===== src/rtl/bcd_defs.sv =====
`default_nettype none
// ============================================================================
// Module      : bcd_defs (package)
// Description : Shared BCD digit width, maximum digit value and legality check
// Revision    : 1.0 - initial release
// ============================================================================
package bcd_defs;

    localparam int           BCD_DIGIT_W = 4;
    localparam logic [3:0]   BCD_MAX     = 4'd9;

    // A nibble is a legal BCD digit when it does not exceed 9
    function automatic logic is_bcd(input logic [BCD_DIGIT_W-1:0] nibble);
        return (nibble <= BCD_MAX);
    endfunction

endpackage : bcd_defs
`default_nettype wire


===== src/rtl/bcd_incrementer.sv =====
`default_nettype none
// ============================================================================
// Module      : bcd_incrementer
// Description : Combinational single-digit BCD increment with carry out
// Revision    : 1.0 - initial release
// ============================================================================
module bcd_incrementer
    import bcd_defs::*;
(
    input  logic [BCD_DIGIT_W-1:0] in,
    input  logic                   en,
    output logic [BCD_DIGIT_W-1:0] out,
    output logic                   carry
);

    // Table-driven successor so the digit chain never relies on a binary adder
    always_comb begin
        out   = in;
        carry = 1'b0;
        if (en) begin
            case (in)
                4'd0:    out = 4'd1;
                4'd1:    out = 4'd2;
                4'd2:    out = 4'd3;
                4'd3:    out = 4'd4;
                4'd4:    out = 4'd5;
                4'd5:    out = 4'd6;
                4'd6:    out = 4'd7;
                4'd7:    out = 4'd8;
                4'd8:    out = BCD_MAX;
                4'd9: begin
                    out   = 4'd0;
                    carry = 1'b1;
                end
                // Stored digits are always legal; fall back to zero defensively
                default: out = 4'd0;
            endcase
        end
    end

endmodule : bcd_incrementer
`default_nettype wire


===== src/rtl/bcd_counter.sv =====
`default_nettype none
// ============================================================================
// Module      : bcd_counter
// Description : Multi-digit synchronous decimal counter with load sanitiser,
//               terminal count, wrap pulse, sticky overflow and load error
// Revision    : 1.0 - initial release
// ============================================================================
module bcd_counter
    import bcd_defs::*;
#(
    parameter int DIGITS = 4
)
(
    input  logic                          clk,
    input  logic                          rst_n,
    input  logic                          clr,
    input  logic                          load,
    input  logic [BCD_DIGIT_W*DIGITS-1:0] load_val,
    input  logic                          en,
    output logic [BCD_DIGIT_W*DIGITS-1:0] count,
    output logic                          tc,
    output logic                          carry_out,
    output logic                          ovf,
    output logic                          load_err
);

    localparam int CNT_W = BCD_DIGIT_W * DIGITS;

    logic [CNT_W-1:0] count_q,     count_d;
    logic             carry_out_q, carry_out_d;
    logic             ovf_q,       ovf_d;
    logic             load_err_q,  load_err_d;

    logic [CNT_W-1:0] w_inc_out;
    logic [DIGITS:0]  w_chain_en;
    logic [CNT_W-1:0] w_load_clean;
    logic             w_load_bad;
    logic             w_all_nines;

    // Digit 0 is enabled by en; each higher digit is enabled by the carry below
    assign w_chain_en[0] = en;

    generate
        for (genvar gi = 0; gi < DIGITS; gi++) begin : g_digit
            bcd_incrementer u_inc (
                .in    (count_q[gi*BCD_DIGIT_W +: BCD_DIGIT_W]),
                .en    (w_chain_en[gi]),
                .out   (w_inc_out[gi*BCD_DIGIT_W +: BCD_DIGIT_W]),
                .carry (w_chain_en[gi+1])
            );
        end
    endgenerate

    // Replace any illegal load digit with zero and flag that a substitution occurred
    always_comb begin
        w_load_clean = '0;
        w_load_bad   = 1'b0;
        for (int i = 0; i < DIGITS; i++) begin
            if (is_bcd(load_val[i*BCD_DIGIT_W +: BCD_DIGIT_W])) begin
                w_load_clean[i*BCD_DIGIT_W +: BCD_DIGIT_W] = load_val[i*BCD_DIGIT_W +: BCD_DIGIT_W];
            end else begin
                w_load_bad = 1'b1;
            end
        end
    end

    // Terminal count: every stored digit equals 9
    always_comb begin
        w_all_nines = 1'b1;
        for (int i = 0; i < DIGITS; i++) begin
            if (count_q[i*BCD_DIGIT_W +: BCD_DIGIT_W] != BCD_MAX) begin
                w_all_nines = 1'b0;
            end
        end
    end

    // Next-state selection in priority order clr > load > en > hold
    always_comb begin
        count_d     = count_q;
        ovf_d       = ovf_q;
        carry_out_d = 1'b0;
        load_err_d  = 1'b0;
        if (clr) begin
            count_d = '0;
            ovf_d   = 1'b0;
        end else if (load) begin
            count_d    = w_load_clean;
            load_err_d = w_load_bad;
            ovf_d      = 1'b0;
        end else if (en) begin
            count_d = w_inc_out;
            // Carry out of the top digit means the whole counter wrapped to zero
            if (w_chain_en[DIGITS]) begin
                carry_out_d = 1'b1;
                ovf_d       = 1'b1;
            end
        end
    end

    // State registers with synchronous active-low reset
    always_ff @(posedge clk) begin
        if (!rst_n) begin
            count_q     <= '0;
            carry_out_q <= 1'b0;
            ovf_q       <= 1'b0;
            load_err_q  <= 1'b0;
        end else begin
            count_q     <= count_d;
            carry_out_q <= carry_out_d;
            ovf_q       <= ovf_d;
            load_err_q  <= load_err_d;
        end
    end

    assign count     = count_q;
    assign tc        = w_all_nines;
    assign carry_out = carry_out_q;
    assign ovf       = ovf_q;
    assign load_err  = load_err_q;

endmodule : bcd_counter
`default_nettype wire


===== config.mk =====
export PLATFORM = sky130hd
export DESIGN_NAME = bcd_counter
export DESIGN_NICKNAME = d
export VERILOG_FILES = /design/src/rtl/bcd_defs.sv /design/src/rtl/bcd_incrementer.sv /design/src/rtl/bcd_counter.sv
export SDC_FILE = /design/constraint.sdc
export NUM_CORES = 1
export LEC_CHECK = 0
export CAP_MARGIN = 20
export CORE_MARGIN = 4
export CORE_UTILIZATION = 28
export CTS_CLUSTER_DIAMETER = 50
export DETAILED_ROUTE_END_ITERATION = 6
export PLACE_DENSITY = 0.64
export SYNTH_ARGS = -nofsm -noshare
export SYNTH_HDL_FRONTEND = slang
export SYNTH_SLANG_ARGS = --single-unit

===== constraint.sdc =====
create_clock -name clk -period 3.67 [get_ports clk]
set_input_delay 0.734 -clock clk [delete_from_list [all_inputs] [get_ports clk]]
set_output_delay 0.734 -clock clk [all_outputs]
set_load 0.05 [all_outputs]

==> results by group, run 1 <==
STA
  • Fmax: 0.329 GHz
  • Final hold violations: 0
  • Final period util: 0.828
  • # setup viols final: 0
  • Setup Skew: 0.00316 ns
  • Slew at the pin with the worst max-slew slack: 0.634 ns
  • Fin crit period: 3.04 ns
  • Post-route setup TNS: 0 ns
  • Final WS setup: 0.631 ns
  • Relative slew slack: 0.576
  • RSZ-0062 raised after global routing: no
  • Slew Viols, Final: 0

Route
  • Initial DRC Count: 104
  • Wire length per cell: 13.9 um
  • DR DRC count: 0
  • Drt via density: 5.42
  • Post-Route WL: 3.23 mm
  • Detailed-route via count: 1257
  • Post-DRT Antenna Nets: 0
  • First-pass iteration count of the detailed router: 4

Setup path
  • Setup CP Type: register to output pin
  • Reg2reg setup slack: 2.11 ns
  • RR Endpoint: count[10]$_SDFFE_PP0P_
  • Reg-to-reg startpoint: count[3]$_SDFFE_PP0P_
  • CP endpoint: tc
  • CP Launch Type: register
  • Critical Path Source: count[3]$_SDFFE_PP0P_
  • Crit path arrival time: 2.30 ns
  • Critical Path Fanout Max: 10
  • Crit path required time: 2.94 ns
  • CP Capture Type: output pin
  • Worst Reg2Reg Path Length in Cells: 5

Floorplanning
  • Row cnt: 23
  • # IOs: 41
  • Die area: 5350 um^2
  • Initial core utilization: 0.293
  • Core area: 4060 um^2
  • Die W: 73.1 um
  • DIE HEIGHT: 73.1 um

Pwr
  • PD cells: 282 nW/um^2
  • Leak pwr: 0.587 nW
  • Total power: 470 uW
  • Peak supply drop: 223 uV

Finish
  • Fraction of layout instances using a drive strength above 1: 0.0714
  • N_diodes: 0
  • Final core occ: 0.411
  • # nets final: 204
  • Area Growth Syn to Fin: 40.6%

Global route
  • Number of global-route vias before repair: 1128
  • GRT overflow: 0
  • Total track usage: 0.127
  • First-pass GRT wire length: 5.45 mm
  • Initial antenna violation count: 0
  • Largest net degree at the start of global routing: 26

Synth
  • Avg Inst Size Synth: 8.25 um^2
  • Synth async-reset ratio: 0
  • Register area share after synthesis: 0.320
  • Post-synth EDFFs: 0
  • Top_reg_cell synth: dfxtp_1
  • Synth Instances: 144
  • Yosys reg bits: 19
  • Syn_nets: 165
  • Count of different cell masters after synthesis: 49
  • Largest area contributor in the netlist: dfxtp_1
  • Top cells by area, synth: dfxtp_1 32%, a21oi_1 5.5%, o21ai_0 4.6%, nand2_1 3.5%, nor2_1 3.5%
  • Post-Syn Area: 1190 um^2
  • Yosys warning count: 0
  • Share of the synthesized area in the top cell type: 0.320

CTS
  • H-tree depth: 1
  • CTS tree: yes
  • Post-CTS Hold Fix Bufs: 0
  • PostCTS Resize Cnt: 0
  • CTS Buf Count: 3
  • Later-pin clock latency in the skew report: 0.25 ns
  • Clock transition at path regs: 0.07 ns
  • Postcts setup bufs: 0
  • Root buffer cell: clkbuf_8
  • CTS sink cnt: 19
  • Max Root-Sink Buffers: 2

Place
  • Setup Slack @ Placement: 0.919 ns
  • HPWL after detailed placement: 2.35 mm
  • IO Port Bufs: 40
  • Routability cong.: 0.761

Run
  • Max-Cap Viols: 0

Run status
  • Run status: finished clean

Worst hold path
  • Hold path start: count[9]$_SDFFE_PP0P_
  • Worst hold path type: register to register
  • Hold path depth: 2
-- registers in the layout, indices dropped and copies added (netlist names) --
signal / count
ovf: 1
carry_out: 1
count: 16
load_err: 1
-- critical path, stage by stage (launching register included) --
cell and delay (ns):
dfxtp_1 0.44, and4bb_1 0.23, buf_4 0.18, nand3_1 0.10
nor3_2 0.24, clkdlybuf4s50_1 0.85
-- placed cells by master, fill, tap and decap left out, drive strengths merged, types with 3 or more instances in the layout --
cell type	count
nand4	3
nor2	11
clkbuf	4
clkdlybuf4s50	40
and3	3
a21oi	13
nand2	11
a211oi	4
and4bb	3
o21ai	11
a311oi	3
inv	6
dfxtp	19
nand3	5
o211ai	3
and4b	3
xnor2	3
-- synth_stat cells, drive strengths merged, types with 3 or more instances --
cell and number:
a211oi 4, a21oi 13, a311oi 3, and3 3, and4b 3, and4bb 3, clkbuf 6, dfxtp 19
inv 6, nand2 11, nand3 5, nand4 3, nor2 11, o211ai 3, o21ai 11, xnor2 3
-- layout make-up --
class / count / area (um^2)
Sequential cell: 19 / 380
Multi-Input combinational cell: 111 / 743
Tap cell: 50 / 62.6
Timing Repair Buffer: 42 / 415
Clock buffer: 4 / 45.0
Fill cell: 420 / 2390
Inverter: 6 / 22.5
-- how the worst min path moves through the flow --
stage,end,slack (ns)
finish,count[9]$_SDFFE_PP0P_,0.55
global route,count[4]$_SDFFE_PP0P_,0.61
CTS,count[9]$_SDFFE_PP0P_,0.55
detailed placement,count[9]$_SDFFE_PP0P_,0.54
global placement,count[9]$_SDFFE_PP0P_,0.54
floorplan,count[11]$_SDFFE_PP0P_,0.72
-- per-layer routing --
metal  wire, um  up-vias  share of wire  GRT usage
li1           -      644              -          -
met1       1630      578           0.50      0.184
met2       1370       33           0.43      0.193
met3        212        2          0.066     0.0344
met4         17        0         0.0053     0.0184
met5          0        -              0          0
-- logic make-up (layout without fill, tap and decap cells) --
family                    Yosys count  in the layout  synth area share
muxes                               1              1           0.00843
buffers and inverters              14             52            0.0537
AOI/OAI and AO/OA                  54             54             0.310
xor gates and xnor gates            3              3            0.0221
DFF                                19             19             0.320
and+or+nand+nor                    53             53             0.286
-- stage by stage --
stage	hold WS (ns)	area (um^2)	std cells
2_1_floorplan	0.722	1190	144
3_3_place_gp	0.543	1620	228
3_5_place_dp	0.542	1620	228
4_1_cts	0.554	1670	232
5_1_grt	0.607	1670	232
6_report	0.552	1670	232
-- where the power goes --
| part | internal, mW | switching (mW) |
|---|---|---|
| registers | 0.212 | 0.00961 |
| logic | 0.0449 | 0.0562 |
| clock network | 0.0772 | 0.0706 |
| total | 0.334 | 0.136 |
Power figures use the tool's default switching activity.
==> inputs of run 2 (changes only) <==
==> constraint.sdc (replaced) <==
create_clock -name clk -period 3.1 [get_ports clk]
set_input_delay 0.62 -clock clk [delete_from_list [all_inputs] [get_ports clk]]
set_output_delay 0.62 -clock clk [all_outputs]
set_load 0.05 [all_outputs]
==> run 2 against run 1 <==
Effect of this change:
- via count shrank 1.8%
- highest routed layer unchanged
- largest power group unchanged
- clock skew grew 0.0025 ns
- critical path depth down 1
==> results by group, run 2 (synthesized netlist as in run 1, its figures left out) <==
STA
  • Slew Viols, Final: 0
  • Fmax: 0.353 GHz
  • Post-route setup TNS: 0 ns
  • Fin crit period: 2.83 ns
  • Slew at the pin with the worst max-slew slack: 0.652 ns
  • RSZ-0062 raised after global routing: no
  • Final WS setup: 0.271 ns
  • Final hold violations: 0
  • Relative slew slack: 0.564
  • Setup Skew: 0.00562 ns
  • # setup viols final: 0
  • Final period util: 0.913

Setup path
  • CP Capture Type: output pin
  • Setup CP Type: register to output pin
  • RR Endpoint: count[10]$_SDFFE_PP0P_
  • CP endpoint: tc
  • Crit path required time: 2.48 ns
  • Critical Path Source: count[4]$_SDFFE_PP0P_
  • Critical Path Fanout Max: 9
  • CP Launch Type: register
  • Reg2reg setup slack: 1.51 ns
  • Reg-to-reg startpoint: count[3]$_SDFFE_PP0P_
  • Crit path arrival time: 2.21 ns
  • Worst Reg2Reg Path Length in Cells: 5

Floorplanning
  • DIE HEIGHT: 73.1 um
  • Initial core utilization: 0.293
  • Row cnt: 23
  • Die W: 73.1 um
  • Die area: 5350 um^2
  • Core area: 4060 um^2
  • # IOs: 41

Route
  • Detailed-route via count: 1235
  • Post-Route WL: 3.36 mm
  • Post-DRT Antenna Nets: 0
  • Initial DRC Count: 114
  • DR DRC count: 0
  • Wire length per cell: 14.5 um
  • First-pass iteration count of the detailed router: 4
  • Drt via density: 5.32

Finish
  • Fill cells: 406
  • # nets final: 204
  • Most frequent cells in the layout: 40 x clkdlybuf4s50_1, 19 x dfxtp_1, 13 x a21oi_1
  • Area Growth Syn to Fin: 40.7%
  • Fraction of layout instances using a drive strength above 1: 0.0769
  • N_diodes: 0
  • FF+latch area: 380 um^2
  • Multi-input logic area: 743 um^2
  • Most common cell after layout, fill and taps aside: clkdlybuf4s50_1
  • Max reg flops: 16

CTS
  • Postcts setup bufs: 0
  • Root buffer cell: clkbuf_8
  • Post-CTS Hold Fix Bufs: 0
  • Max Root-Sink Buffers: 2
  • PostCTS Resize Cnt: 0
  • H-tree depth: 1
  • CTS tree: yes
  • Clock transition at path regs: 0.08 ns
  • CTS sink cnt: 19
  • CTS Buf Count: 3
  • Later-pin clock latency in the skew report: 0.26 ns

Global route
  • First-pass GRT wire length: 5.49 mm
  • Largest net degree at the start of global routing: 25
  • Initial antenna violation count: 0
  • Total track usage: 0.132
  • Number of global-route vias before repair: 1154
  • GRT overflow: 0

Run
  • Max-Cap Viols: 0

Pwr
  • PD cells: 335 nW/um^2
  • Peak supply drop: 211 uV
  • Leak pwr: 0.590 nW

Run status
  • Run status: finished clean

Place
  • HPWL after detailed placement: 2.49 mm
  • Routability cong.: 0.816
  • Setup Slack @ Placement: 0.572 ns
  • IO Port Bufs: 40

Worst hold path
  • Worst hold path type: register to register
run 2: worst min-delay path by stage:
stage / to / from / cells past startpoint / slack [ns]
6_report: count[9]$_SDFFE_PP0P_ / count[9]$_SDFFE_PP0P_ / 2 / 0.55
3_5_place_dp: count[11]$_SDFFE_PP0P_ / count[10]$_SDFFE_PP0P_ / 2 / 0.54
2_1_floorplan: count[11]$_SDFFE_PP0P_ / count[10]$_SDFFE_PP0P_ / 2 / 0.72
4_1_cts: count[9]$_SDFFE_PP0P_ / count[9]$_SDFFE_PP0P_ / 2 / 0.55
5_1_grt: count[7]$_SDFFE_PP0P_ / count[6]$_SDFFE_PP0P_ / 2 / 0.60
3_3_place_gp: count[9]$_SDFFE_PP0P_ / count[9]$_SDFFE_PP0P_ / 2 / 0.54
run 2: worst max-delay path, stage by stage, from the launching register on:
cell and delay (ns):
dfxtp_1 0.47, and4bb_2 0.36, nand2_1 0.08, nor3_2 0.18
clkdlybuf4s50_1 0.85
run 2: layout make-up:
type                       instances  share of cell area
clock buffer                       3              0.0247
clock inverter                     1             0.00300
inverter                           6              0.0135
multi-input combinational        111               0.445
sequential                        19               0.228
tap                               50              0.0375
timing repair buffer              42               0.249
run 2: metrics by stage:
stage	util	power, mW	hold slack (ns)	std cells	instance area, um^2
floorplan	-	0.334	0.722	144	1190
global placement	0.400	0.388	0.537	228	1620
detailed placement	0.400	0.388	0.537	228	1620
CTS	0.412	0.565	0.549	232	1670
global route	0.412	0.589	0.603	232	1670
finish	0.412	0.559	0.549	232	1670
run 2: routing by layer:
metal	global-route usage	part of all wire
met3	0.0413	0.080
met5	0	0
met1	0.184	0.49
met2	0.195	0.42
met4	0.0369	0.0071
run 2: power by group:
part	total (mW)	internal (mW)	leakage [nW]	switching, mW
sequential	0.262	0.251	0.154	0.0113
clock	0.176	0.0896	0.0255	0.0868
combinational	0.120	0.0532	0.410	0.0672
total	0.559	0.394	0.590	0.165
==> inputs of run 3 (changes only) <==
--- a/config.mk
+++ b/config.mk
@@ -7,10 +7,10 @@
 export LEC_CHECK = 0
 export CAP_MARGIN = 20
 export CORE_MARGIN = 4
-export CORE_UTILIZATION = 28
+export CORE_UTILIZATION = 45
 export CTS_CLUSTER_DIAMETER = 50
 export DETAILED_ROUTE_END_ITERATION = 6
-export PLACE_DENSITY = 0.64
+export PLACE_DENSITY = 0.9
 export SYNTH_ARGS = -nofsm -noshare
 export SYNTH_HDL_FRONTEND = slang
 export SYNTH_SLANG_ARGS = --single-unit
==> run 3 against run 2 <==
Effect of this change:
- hold slack better by 0.015 ns
- sequential share of layout area is 0.61 points higher
- die area shrank 34%
- critical endpoint unchanged
==> results by group, run 3 (synthesized netlist as in run 1, its figures left out) <==
Setup path
  • CP Capture Type: output pin
  • Reg-to-reg startpoint: count[3]$_SDFFE_PP0P_
  • Reg2reg setup slack: 1.47 ns
  • Crit path required time: 2.48 ns
  • CP endpoint: tc
  • RR Endpoint: count[10]$_SDFFE_PP0P_
  • Setup CP Type: register to output pin
  • CP Launch Type: register
  • Worst Reg2Reg Path Length in Cells: 5
  • Critical Path Source: count[4]$_SDFFE_PP0P_
  • Crit path arrival time: 2.29 ns
  • Critical Path Fanout Max: 9

Global route
  • Number of global-route vias before repair: 1268
  • GR Layer Usage met2: 0.343
  • GRT overflow: 0
  • Initial antenna violation count: 0
  • Largest net degree at the start of global routing: 19
  • M3 GR Usage: 0.0261
  • First-pass GRT wire length: 5.62 mm
  • Grt met1 use: 0.263
  • Total track usage: 0.205
  • GRT Max-Usage Layer: met2

CTS
  • Postcts setup bufs: 0
  • Clock transition at path regs: 0.13 ns
  • PostCTS Resize Cnt: 0
  • Max Root-Sink Buffers: 2
  • H-tree depth: 1
  • CTS tree: yes
  • CTS Buf Count: 3
  • Post-CTS Hold Fix Bufs: 0
  • CTS sink cnt: 19
  • Later-pin clock latency in the skew report: 0.31 ns
  • Root buffer cell: clkbuf_4

Floorplanning
  • DIE HEIGHT: 59.4 um
  • Initial core utilization: 0.475
  • Die W: 59.4 um
  • Row cnt: 18
  • Core area: 2500 um^2
  • # IOs: 41
  • Die area: 3520 um^2

STA
  • # setup viols final: 0
  • Fin crit period: 2.91 ns
  • RSZ-0062 raised after global routing: no
  • Final WS setup: 0.186 ns
  • Slew at the pin with the worst max-slew slack: 0.625 ns
  • Fmax: 0.343 GHz
  • Final period util: 0.940
  • Slew Viols, Final: 0
  • Final hold violations: 0
  • Post-route setup TNS: 0 ns
  • Setup Skew: 0.0113 ns
  • Relative slew slack: 0.582

Pwr
  • Clock Power Share: 0.259
  • Switch share: 0.318
  • Leak pwr: 0.582 nW
  • Comb pwr share: 0.233
  • Sequential Power Share: 0.508
  • Sw power: 164 uW
  • Total power: 517 uW
  • P_int: 352 uW
  • Peak supply drop: 226 uV
  • PD cells: 318 nW/um^2

Place
  • Routability cong.: 0.799
  • HPWL after detailed placement: 2.59 mm
  • IO Port Bufs: 40
  • Setup Slack @ Placement: 0.575 ns

Finish
  • Area Growth Syn to Fin: 37.0%
  • Max reg flops: 16
  • Fraction of layout instances using a drive strength above 1: 0.0769
  • Final core occ: 0.651
  • # nets final: 204
  • Most common cell after layout, fill and taps aside: clkdlybuf4s50_1
  • Most frequent cells in the layout: 40 x clkdlybuf4s50_1, 19 x dfxtp_1, 13 x a21oi_1
  • N_diodes: 0

Route
  • Post-Route WL: 3.43 mm
  • First-pass iteration count of the detailed router: 4
  • Initial DRC Count: 85
  • DR DRC count: 0
  • Post-DRT Antenna Nets: 0
  • Drt via density: 6.31
  • Wire length per cell: 16.2 um
  • Detailed-route via count: 1338

Run
  • Max-Cap Viols: 0

Worst hold path
  • Worst hold path type: register to register

Run status
  • Run status: finished clean
[run 3: cell counts in the layout (fill, tap and decap cells not counted)]
Identical to the previous run, type by type.
[run 3: worst min path at each step]
stage	start	slack, ns	end	cells after the start
after floorplan	count[10]$_SDFFE_PP0P_	0.72	count[11]$_SDFFE_PP0P_	2
after global placement	count[6]$_SDFFE_PP0P_	0.52	count[7]$_SDFFE_PP0P_	2
after detailed placement	count[6]$_SDFFE_PP0P_	0.55	count[7]$_SDFFE_PP0P_	2
after CTS	count[6]$_SDFFE_PP0P_	0.56	count[7]$_SDFFE_PP0P_	2
after global routing	count[6]$_SDFFE_PP0P_	0.58	count[7]$_SDFFE_PP0P_	2
final	count[6]$_SDFFE_PP0P_	0.56	count[7]$_SDFFE_PP0P_	2
[run 3: cell type report]
type	count	area (um^2)
clock buffer	3	22.5
clock inverter	1	5.00
fill	213	873
inverter	6	22.5
multi-input combinational	111	743
sequential	19	380
tap	30	37.5
timing repair buffer	42	415
[run 3: routing by layer]
metal	part of all wire	vias up	routed length, um
met5	0	-	0
li1	-	641	-
met4	0.021	0	72
met3	0.071	10	245
met1	0.41	626	1420
met2	0.49	61	1690
[run 3: through the flow]
step           cells  hold WS, ns  area [um^2]
2_1_floorplan    144        0.722         1190
3_3_place_gp     208        0.520         1600
3_5_place_dp     208        0.547         1600
4_1_cts          212        0.564         1630
5_1_grt          212        0.584         1630
6_report         212        0.563         1630
[run 3: power groups by stage]
stage	combinational [mW]	sequential (mW)	clock (mW)
3_3_place_gp	0.117	0.266	0
3_5_place_dp	0.119	0.268	0
5_1_grt	0.128	0.265	0.147
4_1_cts	0.120	0.262	0.132
6_report	0.120	0.263	0.134
2_1_floorplan	0.0446	0.289	0
[run 3: critical path, cell delays in order, from the launching register on]
cell,delay [ns]
dfxtp_1,0.48
and4bb_2,0.36
nand2_1,0.09
nor3_2,0.21
clkdlybuf4s50_1,0.86
